File: src/rtl/ppu_background_fetch_sequencer.sv
// PPU background tile fetch: NT, AT, pattern lo/hi, two dots each, one bundle per 8 dots.
// Define PPU_BG_FETCH_INC_EN to drive o_inc_coarse_x; otherwise it is tied to 0.
module ppu_background_fetch_sequencer (
    input  logic        i_clk,
    input  logic        i_reset_n,
    input  logic        i_ce,
    input  logic        i_run,
    input  logic [14:0] i_v,
    input  logic        i_bg_table,
    input  logic [7:0]  i_data,
    output logic [13:0] o_address,
    output logic        o_rd,
    output logic        o_tile_valid,
    output logic [7:0]  o_nt,
    output logic [1:0]  o_attr,
    output logic [7:0]  o_pat_lo,
    output logic [7:0]  o_pat_hi,
    output logic        o_inc_coarse_x,
    output logic        o_busy
);

    typedef enum logic [3:0] {
        S_IDLE,
        S_NT_A,
        S_NT_D,
        S_AT_A,
        S_AT_D,
        S_PL_A,
        S_PL_D,
        S_PH_A,
        S_PH_D
    } state_t;

    state_t      r_state;
    state_t      w_next;
    logic [14:0] r_v;
    logic [14:0] w_v_next;
    logic [13:0] r_address;
    logic [13:0] w_addr_next;
    logic        r_rd;
    logic        w_rd_next;
    logic [7:0]  r_nt;
    logic [1:0]  r_attr;
    logic [7:0]  r_lo;
    logic [7:0]  r_out_nt;
    logic [1:0]  r_out_attr;
    logic [7:0]  r_out_lo;
    logic [7:0]  r_out_hi;
    logic        r_tile_valid;
    logic [2:0]  w_at_shift;
    logic [7:0]  w_at_byte;
    logic        w_tile_done;

    always_comb begin
        w_next = r_state;
        if (i_ce) begin
            unique case (r_state)
                S_IDLE: w_next = i_run ? S_NT_A : S_IDLE;
                S_NT_A: w_next = S_NT_D;
                S_NT_D: w_next = S_AT_A;
                S_AT_A: w_next = S_AT_D;
                S_AT_D: w_next = S_PL_A;
                S_PL_A: w_next = S_PL_D;
                S_PL_D: w_next = S_PH_A;
                S_PH_A: w_next = S_PH_D;
                S_PH_D: w_next = i_run ? S_NT_A : S_IDLE;
                default: w_next = S_IDLE;
            endcase
        end
    end

    // Latch v only when a new tile starts so mid-tile scroll updates wait.
    always_comb begin
        w_v_next = r_v;
        if (w_next == S_NT_A && r_state != S_NT_A) begin
            w_v_next = i_v;
        end
    end

    // Address is precomputed from the next state so it is registered.
    always_comb begin
        w_addr_next = 14'h0000;
        w_rd_next   = 1'b0;
        unique case (w_next)
            S_NT_A, S_NT_D: begin
                w_addr_next = {2'b10, w_v_next[11:0]};
            end
            S_AT_A, S_AT_D: begin
                w_addr_next = {2'b10, w_v_next[11:10], 4'b1111,
                               w_v_next[9:7], w_v_next[4:2]};
            end
            S_PL_A, S_PL_D: begin
                w_addr_next = {i_bg_table, r_nt, 1'b0, w_v_next[14:12]};
            end
            S_PH_A, S_PH_D: begin
                w_addr_next = {i_bg_table, r_nt, 1'b1, w_v_next[14:12]};
            end
            default: w_addr_next = 14'h0000;
        endcase
        w_rd_next = (w_next == S_NT_D) || (w_next == S_AT_D) ||
                    (w_next == S_PL_D) || (w_next == S_PH_D);
    end

    assign w_at_shift  = {r_v[6], r_v[1], 1'b0};
    assign w_at_byte   = i_data >> w_at_shift;
    assign w_tile_done = i_ce && (r_state == S_PH_D);

    always_ff @(posedge i_clk or negedge i_reset_n) begin
        if (!i_reset_n) begin
            r_state   <= S_IDLE;
            r_v       <= 15'h0000;
            r_address <= 14'h0000;
            r_rd      <= 1'b0;
        end else begin
            r_state <= w_next;
            r_v     <= w_v_next;
            if (i_ce) begin
                r_address <= w_addr_next;
                r_rd      <= w_rd_next;
            end
        end
    end

    always_ff @(posedge i_clk or negedge i_reset_n) begin
        if (!i_reset_n) begin
            r_nt         <= 8'h00;
            r_attr       <= 2'b00;
            r_lo         <= 8'h00;
            r_out_nt     <= 8'h00;
            r_out_attr   <= 2'b00;
            r_out_lo     <= 8'h00;
            r_out_hi     <= 8'h00;
            r_tile_valid <= 1'b0;
        end else begin
            r_tile_valid <= w_tile_done;
            if (i_ce && r_state == S_NT_D) begin
                r_nt <= i_data;
            end
            if (i_ce && r_state == S_AT_D) begin
                r_attr <= w_at_byte[1:0];
            end
            if (i_ce && r_state == S_PL_D) begin
                r_lo <= i_data;
            end
            if (w_tile_done) begin
                r_out_nt   <= r_nt;
                r_out_attr <= r_attr;
                r_out_lo   <= r_lo;
                r_out_hi   <= i_data;
            end
        end
    end

`ifdef PPU_BG_FETCH_INC_EN
    logic r_inc;

    always_ff @(posedge i_clk or negedge i_reset_n) begin
        if (!i_reset_n) begin
            r_inc <= 1'b0;
        end else begin
            r_inc <= w_tile_done;
        end
    end

    assign o_inc_coarse_x = r_inc;
`else
    assign o_inc_coarse_x = 1'b0;
`endif

    assign o_address    = r_address;
    assign o_rd         = r_rd;
    assign o_tile_valid = r_tile_valid;
    assign o_nt         = r_out_nt;
    assign o_attr       = r_out_attr;
    assign o_pat_lo     = r_out_lo;
    assign o_pat_hi     = r_out_hi;
    assign o_busy       = (r_state != S_IDLE);

endmodule

File: config.mk
export PLATFORM = sky130hd
export DESIGN_NAME = ppu_background_fetch_sequencer
export DESIGN_NICKNAME = d
export VERILOG_FILES = /design/src/rtl/ppu_background_fetch_sequencer.sv
export SDC_FILE = /design/constraint.sdc
export NUM_CORES = 1
export LEC_CHECK = 0
export ABC_AREA = 0
export BUFFER_PORTS_ARGS = -buffer_cell sky130_fd_sc_hd__buf_2
export CORE_MARGIN = 3
export CORE_UTILIZATION = 58
export DETAILED_ROUTE_END_ITERATION = 6
export GPL_TIMING_DRIVEN = 0
export PLACE_DENSITY = 0.84
export SETUP_SLACK_MARGIN = 0.15
export SYNTH_ARGS = -nofsm -noshare
export SYNTH_HDL_FRONTEND = slang
export SYNTH_SLANG_ARGS = --single-unit
File: constraint.sdc
create_clock -name i_clk -period 3.1 [get_ports i_clk]
set_clock_uncertainty 0.05 [all_clocks]
set_input_delay 0.155 -clock i_clk [delete_from_list [all_inputs] [get_ports i_clk]]
set_output_delay 0.155 -clock i_clk [all_outputs]
set_load 0.02 [all_outputs]
Yosys cells after proc, flatten, opt, wreduce, memory -nomap -nowiden
Index checks and enable logic that the tools add are counted.
{ "op_classes": {"muxes": 5, "eq_ne": 17, "n_reduce_logical": 15, "n_shift": 1} }
{ "op_table": {"columns": ["operator", "n"], "rows": [
  ["14-bit one-hot mux with 4 select lines", 1],
  ["4-bit by 3-bit equality test with 1-bit output, second input constant", 8],
  ["4-bit one-hot mux with 8 select lines", 1],
  ["4-bit by 2-bit equality test with 1-bit output, second input constant", 4],
  ["15-bit two-way mux", 1],
  ["2-bit OR reduction", 5],
  ["4-bit by 1-bit equality test with 1-bit output, second input constant", 2],
  ["4-bit equality test, second input constant", 2],
  ["8-bit by 3-bit right shift with 2-bit output", 1],
  ["1-bit logical AND", 5],
  ["4-bit zero test", 1],
  ["4-bit two-way mux", 1],
  ["4-bit by 1-bit inequality test with 1-bit output, second input constant", 1],
  ["4-bit nonzero test", 1],
  ["1-bit logical OR", 3],
  ["1-bit two-way mux", 1]
]} }
{ "totals": {"out_inout_bits": 44, "elab_cells": 50, "register_bits": 79} }

Depth between registers and ports, before layout
{ "logic_depth": {"depth_word": 8, "ltp_mapped": 6, "ltp_nobuf": 5} }

Worst setup path after synthesis
Ideal clock, no wire load.
{ "synth_path": {"kind": "flip-flop to flip-flop", "from": "register r_state[2]", "to": "register r_address[10] (netlist: o_address[10])", "setup_slack_ns": 1.404, "arrival_time_ns": 1.520, "synth_period_minus_slack_ns": 1.696, "path_stages_with_launch": 6, "setup_time_ns": 0.126, "path_buffers": 0, "required_ns": 2.924, "path_cell_list": "dfrtp_1 nor2b_1 and3_4 mux2_4 and2b_1 a221o_1"} }
{ "synth_between": {"elab_chain_len": 8, "word_cells_on_any_way": 28, "classes_between": "eq/ne: 17; mux: 4; reduce/logical: 7"} }
{ "synth_rtl": {"columns": ["item", "line_no", "source"], "rows": [
  ["start, declared", "34", "state_t r_state;"],
  ["start signal, assigned", "115", "r_state <= w_next;"],
  ["4-bit equality test / 4-bit zero test (equally long branches)", "57", "unique case (r_state)"],
  ["2-bit OR reduction (no source line)", null, null],
  ["4-bit one-hot mux with 8 select lines", "57", null],
  ["4-bit two-way mux", "56", "if (i_ce) begin"],
  ["4-bit by 1-bit equality test with 1-bit output", "75", "if (w_next == S_NT_A && r_state != S_NT_A) begin"],
  ["1-bit logical AND (*)", "75", null],
  ["15-bit two-way mux (*)", "75", null],
  ["via w_v_next[10]", "37", "logic [14:0] w_v_next;"],
  ["14-bit one-hot mux with 4 select lines (*)", "84", "unique case (w_next)"],
  ["end signal, assigned", "118", "r_address <= w_addr_next;"],
  ["end, declared", "38", "logic [13:0] r_address;"]
]} }
The timed path passes the listed nets; every way through them passes the cells marked *.
A chain may end at the register's enable or synchronous reset.

Final worst setup path
{ "layout_path": {"from": "register r_state[2]", "to": "register r_address[8] (netlist: o_address[8])"} }
{ "layout_between": {"elab_chain_len": 8, "word_cells_on_any_way": 28, "classes_between": "eq/ne: 17; mux: 4; reduce/logical: 7"} }
{ "layout_rtl": {"columns": ["item", "line_no"], "rows": [
  ["4-bit equality test / 4-bit zero test (equally long branches)", "57"],
  ["2-bit OR reduction (no source line)", null],
  ["4-bit one-hot mux with 8 select lines", "57"],
  ["4-bit two-way mux", "56"],
  ["4-bit by 1-bit equality test with 1-bit output", "75, 84"],
  ["1-bit logical AND", "75"],
  ["15-bit two-way mux", "75"],
  ["14-bit one-hot mux with 4 select lines (*)", "84"]
]} }
Mark *: on every way between the ends. The rest lies on a longest branch, timed or not.

==> out/results.txt <==
outcome - finished, final reports clean
cts repair resizes - 0
core area - 5340 sq um
distinct cell type count of the synthesized netlist - 34
via density per instance - 5.80
ratio of cells with drive above 1 in the final layout - 0.304
deepest clock path buffer count - 2
endpoint arrival time on the critical path - 2.20 ns
DR iter-0 viols - 314
gpl congestion - 0.861
number of CTS-inserted buffers - 9
synthesized area - 3330 sq um
Detail Route Antenna Nets - 0
CP max stage delay - 0.49 ns
Worst-Skew Late Latency - 0.35 ns
Buffers on Ports - 70
Ports - 72
drt drc - 0
CP startpoint - r_state[2]
Clk pin slew, worst setup/hold paths - 0.08 ns
Initial Util - 0.624
Die X - 81.8 microns
All-Layer GR Usage - 0.281
Setup crit start kind - flip-flop
max-cap violations - 0
largest net degree at the start of global routing - 59
max frequency - 486 MHz
Slew Limit Fails - 0
Synth Instances - 316
CP max FO - 10
#FFs+latches synth - 79
worst r2r src - r_state[2]
HPWL Detailed - 5480 microns
CP endpoint kind - flip-flop
vias in the first global route - 2,821
Fin. Hold Viols - 0
non-filler instance count after layout - 485
syn_area_per_cell - 10.5 sq um
ys flop type - dfrtp_1
first-pass GRT wire length - 13,800 microns
worst reg-to-reg path cell count - 4
required time worst endpoint - 3.25 ns
post-synthesis sequential area ratio - 0.594
floorplan row count - 26
Tcrit/Tclk final - 0.663
Leakage - 2.22 nW
WL/cell - 18.0 microns
root buffer cell - clkbuf_8
worst hold path class - primary input to flip-flop
Mapped Nets - 344
initial antenna violation count - 0
critical path endpoint - o_address[8]
clock sinks - 79
critical path type - flip-flop to flip-flop
Least-Margin Pin Slew - 0.768 ns
Total Wirelength - 8710 microns
CP max-delay cell - mux2i_1
number of enable flip-flop cells after synthesis - 0
TritonCTS clock tree - built
Pre-antenna DRT Iters - 7
maximum VDD drop - 0.541 mV
worst-path cell chain - nor2b_1 > nand3_1 > mux2i_1 > o221ai_1
power density over cell area - 1000 nW/um^2
RR Endpoint - o_address[8]
Synthesis Warnings - 0
Setup violations, final - 0
placed insts - 457
DR vias - 2,813
relative max-transition margin - 0.482
chip height - 81.8 microns
die footprint - 6680 sq um
postcts setup bufs - 0
Worst R2R Setup Slack - 1.04 ns
Final nets - 438
CTS H-tree lvls - 3
FFs w/ async S/R, synth - 1.00
total grt overflow - 0
unrepaired setup endpoints after global routing - no
fin crit period - 2.06 ns
total inserted antenna cells - 0
Layout area overhead - 25.8%
setup TNS - 0 ns
cell usage in the layout (no fill, tap or decap), drive strengths merged:
cell         count
a21oi            5
a221o            2
a222oi           4
a22o             1
a22oi            1
and2b            1
and3             2
and3b            1
buf             81
bufinv           4
clkbuf          17
clkinv           1
conb             1
dfrtp           79
dlygate4sd3     12
inv             18
mux2            24
mux2i            4
mux4             2
nand2          107
nand3            5
nand4            4
nand4b           1
nor2             4
nor2b            5
nor3             1
o2111ai          2
o211ai           3
o21ai           16
o221ai           5
o311ai           1
or3              1
area by class of cell:
cell class / instances / area, sq um
sequential: 79 / 1980
fill: 326 / 1150
buffer: 16 / 77.6
tap: 70 / 87.6
multi-input combinational: 203 / 1210
inverter: 18 / 67.6
clock inverter: 5 / 129
timing repair buffer: 83 / 500
clock buffer: 11 / 141
layer usage:
layer,part of all wire,track usage
met1,0.39,0.344
met2,0.51,0.465
met3,0.072,0.0702
met4,0.029,0.138
met5,0,0
state kept, by name (all words and copies together) (netlist names), 4 cells and up:
name       flops
r_v           15
o_address     14
o_nt           8
o_pat_hi       8
o_pat_lo       8
r_lo           8
r_nt           8
r_state        4
power breakdown:
part,total [mW],switching (mW),internal [mW]
sequential,1.73,0.275,1.45
clock,1.02,0.383,0.640
combinational,1.45,0.874,0.573
total,4.20,1.53,2.67
cells by family after synthesis:
group                  count (synthesis)  synth area share
flip-flops                            79             0.594
buffers and inverters                 34            0.0436
multiplexers                          30             0.109
AO/OA/AOI/OAI                         40            0.0838
other                                  1           0.00113
AND/OR/NAND/NOR                      132             0.168
per-stage QoR:
stage | hold slack [ns] | utilization | total power [mW] | setup slack (ns) | area [sq um]
after floorplan | -0.191 | - | 2.63 | 1.40 | 3330
after detailed placement | 0.0163 | 0.712 | 3.12 | 1.17 | 3800
after CTS | 0.000392 | 0.785 | 4.16 | 1.10 | 4190
after global routing | 0.00499 | 0.785 | 4.41 | 0.903 | 4190
final | 0.00871 | 0.785 | 4.20 | 1.04 | 4190
after global placement | 0.296 | 0.706 | 3.03 | 1.18 | 3770
repair_timing:
action	CTS	global route
hold buffers	12	0
endpoints found under the hold margin	91	0
setup endpoints to repair	0	0
worst max-delay path: cells and delay by family, from the launching register on:
kind | cells | cell delay [ns]
AO/OA/AOI/OAI | 1 | 0.22
AND/OR/NAND/NOR | 2 | 0.73
multiplexers | 1 | 0.49
flip-flops | 1 | 0.42
how the worst min path moves through the flow:
| stage | startpoint | endpoint | slack [ns] | cells after the start |
|---|---|---|---|---|
| finish | i_data[1] | o_pat_hi[1] | 0.009 | 3 |
| global route | i_data[4] | o_pat_hi[4] | 0.005 | 3 |
| CTS | i_v[0] | r_v[0] | 0.0004 | 3 |
| detailed placement | i_reset_n | o_address[7] | 0.02 | 1 |
| global placement | i_v[14] | r_v[14] | 0.30 | 3 |
| floorplan | i_reset_n | o_address[0] | -0.19 | 0 |
cell usage after synthesis, types with 2 or more instances:
| library cell | number | share of area |
|---|---|---|
| a221o_1 | 2 | 0.0060 |
| a222oi_1 | 4 | 0.012 |
| nor2_1 | 3 | 0.0034 |
| mux2_2 | 22 | 0.074 |
| nand3_1 | 5 | 0.0075 |
| buf_2 | 8 | 0.012 |
| o211ai_1 | 2 | 0.0045 |
| o2111ai_1 | 2 | 0.0053 |
| nand4_1 | 4 | 0.0075 |
| mux4_2 | 2 | 0.014 |
| buf_4 | 2 | 0.0045 |
| mux2i_1 | 4 | 0.012 |
| clkbuf_1 | 6 | 0.0068 |
| a21oi_1 | 5 | 0.0075 |
| nand2_1 | 107 | 0.12 |
| dfrtp_1 | 79 | 0.59 |
| nor2b_1 | 5 | 0.0094 |
| mux2_4 | 2 | 0.0090 |
| inv_1 | 18 | 0.020 |
| o221ai_1 | 5 | 0.013 |
| o21ai_0 | 16 | 0.024 |
(Power assumes the default switching activity.)
